`src/rtl/fhe_op_sequencer_if.sv`:
```
// Shared poly/op encodings and the sequencer's command, regfile and write-back bundle.
package fhe_op_sequencer_pkg;
    typedef enum logic {POLY_A = 1'b0, POLY_B = 1'b1} poly_sel_e;
    localparam logic [1:0] OP_ADD = 2'd0;
    localparam logic [1:0] OP_MUL = 2'd1;
    localparam logic [1:0] OP_NTT = 2'd2;
    localparam logic [1:0] OP_ILL = 2'd3;
endpackage

interface fhe_op_sequencer_if #(
    parameter int NREG   = 8,
    parameter int QDEPTH = 4
);
    import fhe_op_sequencer_pkg::*;
    localparam int RW = $clog2(NREG);
    localparam int QW = $clog2(QDEPTH) + 1;

    logic          cmd_valid;
    logic          cmd_ready;
    logic [1:0]    cmd_op;
    logic [RW-1:0] cmd_rs1;
    logic [RW-1:0] cmd_rs2;
    logic [RW-1:0] cmd_rd;
    poly_sel_e     cmd_rs1_poly;
    poly_sel_e     cmd_rs2_poly;
    poly_sel_e     cmd_rd_poly;
    logic          rf_ready;
    logic          rs1_start;
    logic          rs2_start;
    logic          rd_start;
    logic [RW-1:0] rs1_reg;
    logic [RW-1:0] rs2_reg;
    logic [RW-1:0] rd_reg;
    poly_sel_e     rs1_poly;
    poly_sel_e     rs2_poly;
    poly_sel_e     rd_poly;
    logic [1:0]    fu_sel;
    logic          wb_valid;
    logic          wb_last;
    logic          op_done;
    logic          op_err;
    logic          busy;
    logic [QW-1:0] q_count;

    modport master (
        output cmd_valid, cmd_op, cmd_rs1, cmd_rs2, cmd_rd,
        output cmd_rs1_poly, cmd_rs2_poly, cmd_rd_poly,
        output rf_ready, wb_valid, wb_last,
        input  cmd_ready, rs1_start, rs2_start, rd_start,
        input  rs1_reg, rs2_reg, rd_reg, rs1_poly, rs2_poly, rd_poly,
        input  fu_sel, op_done, op_err, busy, q_count
    );

    modport slave (
        input  cmd_valid, cmd_op, cmd_rs1, cmd_rs2, cmd_rd,
        input  cmd_rs1_poly, cmd_rs2_poly, cmd_rd_poly,
        input  rf_ready, wb_valid, wb_last,
        output cmd_ready, rs1_start, rs2_start, rd_start,
        output rs1_reg, rs2_reg, rd_reg, rs1_poly, rs2_poly, rd_poly,
        output fu_sel, op_done, op_err, busy, q_count
    );
endinterface

```
`src/rtl/fhe_op_sequencer.sv`:
```
// Command FIFO plus issue/run/done sequencer for the FHE polynomial datapath.
module fhe_op_sequencer
    import fhe_op_sequencer_pkg::*;
#(
    parameter int NREG    = 8,
    parameter int NCOEFF  = 4096,
    parameter int QDEPTH  = 4,
    parameter int TIMEOUT = 16384
) (
    input logic clk,
    input logic reset,
    fhe_op_sequencer_if.slave bus
);
    localparam int RW = $clog2(NREG);
    localparam int CW = $clog2(NCOEFF) + 1;
    localparam int PW = $clog2(QDEPTH);
    localparam int QW = PW + 1;
    localparam int TW = $clog2(TIMEOUT) + 1;

    localparam logic [1:0] S_IDLE  = 2'd0;
    localparam logic [1:0] S_ISSUE = 2'd1;
    localparam logic [1:0] S_RUN   = 2'd2;
    localparam logic [1:0] S_DONE  = 2'd3;

    logic [1:0]    state;
    logic [1:0]    q_op  [QDEPTH];
    logic [RW-1:0] q_rs1 [QDEPTH];
    logic [RW-1:0] q_rs2 [QDEPTH];
    logic [RW-1:0] q_rd  [QDEPTH];
    poly_sel_e     q_p1  [QDEPTH];
    poly_sel_e     q_p2  [QDEPTH];
    poly_sel_e     q_pd  [QDEPTH];
    logic [PW-1:0] wptr;
    logic [PW-1:0] rptr;
    logic [QW-1:0] count;
    logic [CW-1:0] beat_cnt;
    logic [TW-1:0] cyc_cnt;
    logic          err_q;
    logic          push;
    logic          pop;
    logic          full;
    logic          empty;
    logic          beats_ok;

    assign full     = (count == QW'(QDEPTH));
    assign empty    = (count == '0);
    assign push     = bus.cmd_valid && !full;
    assign pop      = (state == S_IDLE) && !empty && bus.rf_ready;
    assign beats_ok = (beat_cnt == CW'(NCOEFF));

    assign bus.cmd_ready = !full;
    assign bus.q_count   = count;
    assign bus.busy      = (state != S_IDLE) || !empty;
    assign bus.op_done   = (state == S_DONE) && beats_ok;
    assign bus.op_err    = err_q || ((state == S_DONE) && !beats_ok);

    always_ff @(posedge clk) begin
        if (push) begin
            q_op[wptr]  <= bus.cmd_op;
            q_rs1[wptr] <= bus.cmd_rs1;
            q_rs2[wptr] <= bus.cmd_rs2;
            q_rd[wptr]  <= bus.cmd_rd;
            q_p1[wptr]  <= bus.cmd_rs1_poly;
            q_p2[wptr]  <= bus.cmd_rs2_poly;
            q_pd[wptr]  <= bus.cmd_rd_poly;
        end
    end

    always_ff @(posedge clk) begin
        if (!reset) begin
            state         <= S_IDLE;
            wptr          <= '0;
            rptr          <= '0;
            count         <= '0;
            beat_cnt      <= '0;
            cyc_cnt       <= '0;
            err_q         <= 1'b0;
            bus.rs1_start <= 1'b0;
            bus.rs2_start <= 1'b0;
            bus.rd_start  <= 1'b0;
            bus.rs1_reg   <= '0;
            bus.rs2_reg   <= '0;
            bus.rd_reg    <= '0;
            bus.rs1_poly  <= POLY_A;
            bus.rs2_poly  <= POLY_A;
            bus.rd_poly   <= POLY_A;
            bus.fu_sel    <= OP_ADD;
        end else begin
            bus.rs1_start <= 1'b0;
            bus.rs2_start <= 1'b0;
            bus.rd_start  <= 1'b0;
            err_q         <= 1'b0;
            if (push) wptr <= wptr + PW'(1);
            if (pop) rptr <= rptr + PW'(1);
            count <= count + QW'(push) - QW'(pop);
            case (state)
                S_IDLE: begin
                    // Illegal heads are dropped here without touching the held operands
                    if (pop && q_op[rptr] == OP_ILL) begin
                        err_q <= 1'b1;
                    end else if (pop) begin
                        state         <= S_ISSUE;
                        bus.rs1_start <= 1'b1;
                        bus.rd_start  <= 1'b1;
                        bus.rs2_start <= (q_op[rptr] != OP_NTT);
                        bus.fu_sel    <= q_op[rptr];
                        bus.rs1_reg   <= q_rs1[rptr];
                        bus.rs2_reg   <= q_rs2[rptr];
                        bus.rd_reg    <= q_rd[rptr];
                        bus.rs1_poly  <= q_p1[rptr];
                        bus.rs2_poly  <= q_p2[rptr];
                        bus.rd_poly   <= q_pd[rptr];
                        beat_cnt      <= '0;
                        cyc_cnt       <= '0;
                    end
                end
                S_ISSUE: state <= S_RUN;
                S_RUN: begin
                    if (bus.wb_valid && beat_cnt != '1)
                        beat_cnt <= beat_cnt + CW'(1);
                    if (cyc_cnt != '1)
                        cyc_cnt <= cyc_cnt + TW'(1);
                    if (bus.wb_valid && bus.wb_last) begin
                        state <= S_DONE;
                    end else if (cyc_cnt == TW'(TIMEOUT - 1)) begin
                        state <= S_IDLE;
                        err_q <= 1'b1;
                    end
                end
                default: state <= S_IDLE;
            endcase
        end
    end
endmodule

```
`src/flat_wrapper.sv`:
```
// flat-port wrapper written by rule: the top's interface ports become plain ports
module fhe_op_sequencer_flat import fhe_op_sequencer_pkg::*;
#(
    parameter int NREG    = 8,
    parameter int NCOEFF  = 4096,
    parameter int QDEPTH  = 4,
    parameter int TIMEOUT = 16384
)
  (clk, reset, bus_cmd_valid, bus_cmd_op, bus_cmd_rs1, bus_cmd_rs2, bus_cmd_rd, bus_cmd_rs1_poly, bus_cmd_rs2_poly, bus_cmd_rd_poly, bus_rf_ready, bus_wb_valid, bus_wb_last, bus_cmd_ready, bus_rs1_start, bus_rs2_start, bus_rd_start, bus_rs1_reg, bus_rs2_reg, bus_rd_reg, bus_rs1_poly, bus_rs2_poly, bus_rd_poly, bus_fu_sel, bus_op_done, bus_op_err, bus_busy, bus_q_count);
  fhe_op_sequencer_if #(.NREG(NREG), .QDEPTH(QDEPTH)) bus_i ();
  input logic clk;
  input logic reset;
  input wire logic [$bits(bus_i.cmd_valid)-1:0] bus_cmd_valid;
  input wire logic [$bits(bus_i.cmd_op)-1:0] bus_cmd_op;
  input wire logic [$bits(bus_i.cmd_rs1)-1:0] bus_cmd_rs1;
  input wire logic [$bits(bus_i.cmd_rs2)-1:0] bus_cmd_rs2;
  input wire logic [$bits(bus_i.cmd_rd)-1:0] bus_cmd_rd;
  input wire logic [$bits(bus_i.cmd_rs1_poly)-1:0] bus_cmd_rs1_poly;
  input wire logic [$bits(bus_i.cmd_rs2_poly)-1:0] bus_cmd_rs2_poly;
  input wire logic [$bits(bus_i.cmd_rd_poly)-1:0] bus_cmd_rd_poly;
  input wire logic [$bits(bus_i.rf_ready)-1:0] bus_rf_ready;
  input wire logic [$bits(bus_i.wb_valid)-1:0] bus_wb_valid;
  input wire logic [$bits(bus_i.wb_last)-1:0] bus_wb_last;
  output wire logic [$bits(bus_i.cmd_ready)-1:0] bus_cmd_ready;
  output wire logic [$bits(bus_i.rs1_start)-1:0] bus_rs1_start;
  output wire logic [$bits(bus_i.rs2_start)-1:0] bus_rs2_start;
  output wire logic [$bits(bus_i.rd_start)-1:0] bus_rd_start;
  output wire logic [$bits(bus_i.rs1_reg)-1:0] bus_rs1_reg;
  output wire logic [$bits(bus_i.rs2_reg)-1:0] bus_rs2_reg;
  output wire logic [$bits(bus_i.rd_reg)-1:0] bus_rd_reg;
  output wire logic [$bits(bus_i.rs1_poly)-1:0] bus_rs1_poly;
  output wire logic [$bits(bus_i.rs2_poly)-1:0] bus_rs2_poly;
  output wire logic [$bits(bus_i.rd_poly)-1:0] bus_rd_poly;
  output wire logic [$bits(bus_i.fu_sel)-1:0] bus_fu_sel;
  output wire logic [$bits(bus_i.op_done)-1:0] bus_op_done;
  output wire logic [$bits(bus_i.op_err)-1:0] bus_op_err;
  output wire logic [$bits(bus_i.busy)-1:0] bus_busy;
  output wire logic [$bits(bus_i.q_count)-1:0] bus_q_count;
  assign bus_i.cmd_valid = bus_cmd_valid;
  assign bus_i.cmd_op = bus_cmd_op;
  assign bus_i.cmd_rs1 = bus_cmd_rs1;
  assign bus_i.cmd_rs2 = bus_cmd_rs2;
  assign bus_i.cmd_rd = bus_cmd_rd;
  assign bus_i.cmd_rs1_poly = bus_cmd_rs1_poly;
  assign bus_i.cmd_rs2_poly = bus_cmd_rs2_poly;
  assign bus_i.cmd_rd_poly = bus_cmd_rd_poly;
  assign bus_i.rf_ready = bus_rf_ready;
  assign bus_i.wb_valid = bus_wb_valid;
  assign bus_i.wb_last = bus_wb_last;
  assign bus_cmd_ready = bus_i.cmd_ready;
  assign bus_rs1_start = bus_i.rs1_start;
  assign bus_rs2_start = bus_i.rs2_start;
  assign bus_rd_start = bus_i.rd_start;
  assign bus_rs1_reg = bus_i.rs1_reg;
  assign bus_rs2_reg = bus_i.rs2_reg;
  assign bus_rd_reg = bus_i.rd_reg;
  assign bus_rs1_poly = bus_i.rs1_poly;
  assign bus_rs2_poly = bus_i.rs2_poly;
  assign bus_rd_poly = bus_i.rd_poly;
  assign bus_fu_sel = bus_i.fu_sel;
  assign bus_op_done = bus_i.op_done;
  assign bus_op_err = bus_i.op_err;
  assign bus_busy = bus_i.busy;
  assign bus_q_count = bus_i.q_count;
  fhe_op_sequencer #(.NREG(NREG), .NCOEFF(NCOEFF), .QDEPTH(QDEPTH), .TIMEOUT(TIMEOUT)) u_core (.clk(clk), .reset(reset), .bus(bus_i));
endmodule
```
`config.mk`:
```
export PLATFORM = sky130hd
export DESIGN_NAME = fhe_op_sequencer_flat
export DESIGN_NICKNAME = d
export VERILOG_FILES = /design/src/rtl/fhe_op_sequencer_if.sv /design/src/rtl/fhe_op_sequencer.sv /design/src/flat_wrapper.sv
export SDC_FILE = /design/constraint.sdc
export NUM_CORES = 1
export LEC_CHECK = 0
export ABC_AREA = 1
export BUFFER_PORTS_ARGS = -buffer_cell sky130_fd_sc_hd__buf_4
export CAP_MARGIN = 10
export CORE_UTILIZATION = 35
export CTS_BUF_LIST = sky130_fd_sc_hd__clkbuf_8
export CTS_CLUSTER_DIAMETER = 120
export DETAILED_ROUTE_END_ITERATION = 10
export GPL_ROUTABILITY_DRIVEN = 0
export PLACE_DENSITY = 0.62
export SLEW_MARGIN = 20
export SYNTH_ARGS = -nofsm -noshare
export SYNTH_HDL_FRONTEND = slang
export SYNTH_SLANG_ARGS = --single-unit
export TNS_END_PERCENT = 1
```
`constraint.sdc`:
```
create_clock -name clk -period 6.85 [get_ports clk]
set_clock_uncertainty 0.1 [all_clocks]
set_input_delay 0.3425 -clock clk [delete_from_list [all_inputs] [get_ports clk]]
set_output_delay 0.3425 -clock clk [all_outputs]
set_load 0.01 [all_outputs]
```
==> flow_metrics.tcl <==
set metrics [dict create \
    status "finished, final reports clean" \
    r2r_cells 11 \
    reg_top3 "u_core.cyc_cnt (15), u_core.beat_cnt (13)" \
    final_nets 658 \
    total_power_mw 1.92 \
    first_iter_violations 282 \
    swShare_pct 38.9 \
    cts_tree "yes" \
    fin_ws_ns 4.39 \
    root_buffer "clkbuf_8" \
    syn_nets 620 \
    min_path_type "in -> reg" \
    final_cell_mix "nor2_1, nand2_1, dfxtp_1, edfxtp_1, inv_1" \
    syn_area_per_cell_sq_um 8.63 \
    cellPowerDensity_nw_per_um2 335 \
    clk_pin_slew_ns 0.11 \
    antenna_left 0 \
    port_buffers 43 \
    crit_type "reg -> reg" \
    drcViolationCount 0 \
    r2r_slack_ns 4.39 \
    grt_max_degree 32 \
    fin_crit_sh_pct 36.0 \
    dp_cells 797 \
    cts_buffer_depth 2 \
    period_minus_slack_ns 2.46 \
    overflow 0 \
    postCtsSetupRepairBufs 0 \
    dpl.hpwl_um 7660 \
    critPathMaxFanout 6 \
    syn_inst 590 \
    vias 4043 \
    synth_seq_cells 112 \
    p_sw_mw 0.747 \
    syn-cell-area_sq_um 5090 \
    areaGrowthSynthToFinish_pct 12.8 \
    final_common_cell "nor2_1" \
    crit_required_ns 7.06 \
    rows 43 \
    die_h_um 123 \
    die_w_um 123 \
    finalSetupViolCount 0 \
    cpPeakStageDelay_ns 0.40 \
    fmaxAchievable_ghz 0.406 \
    via_per_inst 4.97 \
    holdBufCountCts 0 \
    arrival_ns 2.68 \
    cts_made_buffers 9 \
    coreArea_sq_um 14000 \
    fin_cells 813 \
    grtUsageTotal_pct 16.4 \
    end_kind "register" \
    whs_path_depth 1 \
    placed_area_sq_um 5570 \
    drt-pass1-iter-count 5 \
    post_cts_resized 0 \
    p_int_mw 1.18 \
    largest_register_ffs 15 \
    ir_worst_vdd_uv 179 \
    routed_wl_um 11400 \
    crit_chain "nor2_2 > inv_2 > nor3_2 > ha_1 > inv_1 > ha_1 > inv_1 > fa_1 > inv_1 > o21ai_0 > a21oi_1" \
    grt_pass1_wl_um 19200 \
    r2r_start "u_core.state[1]" \
    stdcell_area_sq_um 5740 \
    slowest_stage "dfxtp_1" \
    min_to "u_core.q_rd[1][1]" \
    io_pins 44 \
    yosysUniqueCellTypes 37 \
    p_clk_share_pct 18.6 \
    regMostFlops "u_core.cyc_cnt" \
    clock_latency_ns 0.38 \
    h-tree-depth 3 \
    drv_cap 0 \
    relSlewSlack_pct 35.1 \
    drv_slew 0 \
    wl_per_cell_um 14.0 \
    hold_viol_final 0 \
    antenna_cells 0 \
    p_seq_share_pct 47.2 \
    ys_warn_count 0 \
    timing.critical_path.buf_inv 4 \
    grt_pass1_vias 3882 \
    p_comb_share_pct 34.1 \
    p_leak_nw 2.18 \
    min_from "bus_cmd_rd[1]" \
    die-area_sq_um 15000 \
    cp_top_family "adder cells" \
    start_kind "register" \
    fillCellCount 1418 \
    rsz0062_at_grt "false" \
    cts_sinks 112 \
    pre_cts_slack_ns 4.40 \
    tns_ns 0 \
    r2r-end "u_core.bus.q_count[2]" \
    antenna_found_initial 0 \
    drive_above_1_share_pct 15.3 \
    start_util_pct 36.3 \
    path_common_cell "inv_1" \
    seq_area_frac_synth_pct 55.1 \
    worst_slew_pin_slew_ns 0.972 \
]
## cell families after synthesis
logic type,Yosys count,synth area share [%]
buffers and inverters,80,6.34
adder cells (fa/ha/maj),10,2.61
flip-flops,112,55.1
AND/OR/NAND/NOR,290,24.7
XOR/XNOR,5,0.860
AO/OA/AOI/OAI,93,10.4
## Yosys cell counts
cell	number	area share, %
a31o_2	1	0.17
dfxtp_1	56	22
buf_4	3	0.44
or2_1	1	0.12
xnor2_1	3	0.52
nor3b_1	1	0.15
o22ai_1	12	1.5
buf_6	1	0.22
edfxtp_1	56	33
buf_1	3	0.22
nor2_2	5	0.61
a21oi_1	23	2.3
ha_1	9	2.2
inv_1	54	4.0
nor3_1	6	0.59
or2_2	3	0.37
nand3_1	43	4.2
nand2_4	1	0.22
nand2_2	5	0.61
o21a_1	1	0.15
xor2_1	2	0.34
inv_2	6	0.44
fa_1	1	0.39
nor4_1	4	0.49
a21oi_2	9	1.5
nor2_1	108	8.0
o21ai_0	31	3.0
o21ai_1	12	1.2
a21boi_1	1	0.15
nor3_2	4	0.79
nand4_1	6	0.74
nand2_1	101	7.4
buf_2	3	0.29
o211ai_1	1	0.15
o21bai_1	2	0.29
clkbuf_1	10	0.74
nand3_2	2	0.39
## metrics by stage
stage	hold slack (ns)	utilization, %
after floorplan	0.340	-
after global placement	0.371	39.7
after detailed placement	0.368	39.7
after CTS	0.0398	40.9
after global routing	0.0328	40.9
final	0.0508	40.9
## cell type report
type,instances,area (sq um),area share [%]
sequential,112,2800,48.8
multi-input combinational,398,1970,34.2
timing repair buffer,47,353,6.14
inverter,60,225,3.92
tap,180,225,3.92
clock buffer,9,124,2.16
clock inverter,7,47.5,0.828
## power by group through the flow
stage | registers (mW) | logic, mW | clock network (mW)
2_1_floorplan | 0.908 | 0.464 | 0
3_3_place_gp | 0.917 | 0.646 | 0
3_5_place_dp | 0.922 | 0.659 | 0
4_1_cts | 0.908 | 0.662 | 0.370
5_1_grt | 0.924 | 0.753 | 0.394
6_report | 0.908 | 0.657 | 0.358
## how the worst max path moves through the flow
stage | from | to | slack, ns | depth (start not counted)
3_3_place_gp | u_core.state[1] | u_core.bus.q_count[2] | 4.48 | 11
6_report | u_core.state[1] | u_core.bus.q_count[2] | 4.39 | 11
3_5_place_dp | u_core.state[1] | u_core.bus.q_count[2] | 4.40 | 11
4_1_cts | u_core.state[1] | u_core.bus.q_count[2] | 4.38 | 11
5_1_grt | u_core.state[1] | u_core.bus.q_count[2] | 4.15 | 11
2_1_floorplan | u_core.state[1] | u_core.bus.q_count[2] | 4.67 | 11
## per-layer routing
layer,global-route usage [%],vias to the layer above,wire (um)
li1,-,2028,-
met5,0,-,0
met4,4.50,0,139
met3,3.44,10,567
met2,26.3,103,5290
met1,22.3,1902,5420
## worst register-to-register path: stages, from the launching register on
cell,delay [ns]
dfxtp_1,0.40
nor2_2,0.31
inv_2,0.06
nor3_2,0.36
ha_1,0.31
inv_1,0.05
ha_1,0.13
inv_1,0.05
fa_1,0.36
inv_1,0.07
o21ai_0,0.08
a21oi_1,0.13
Power figures use the tool's default switching activity.
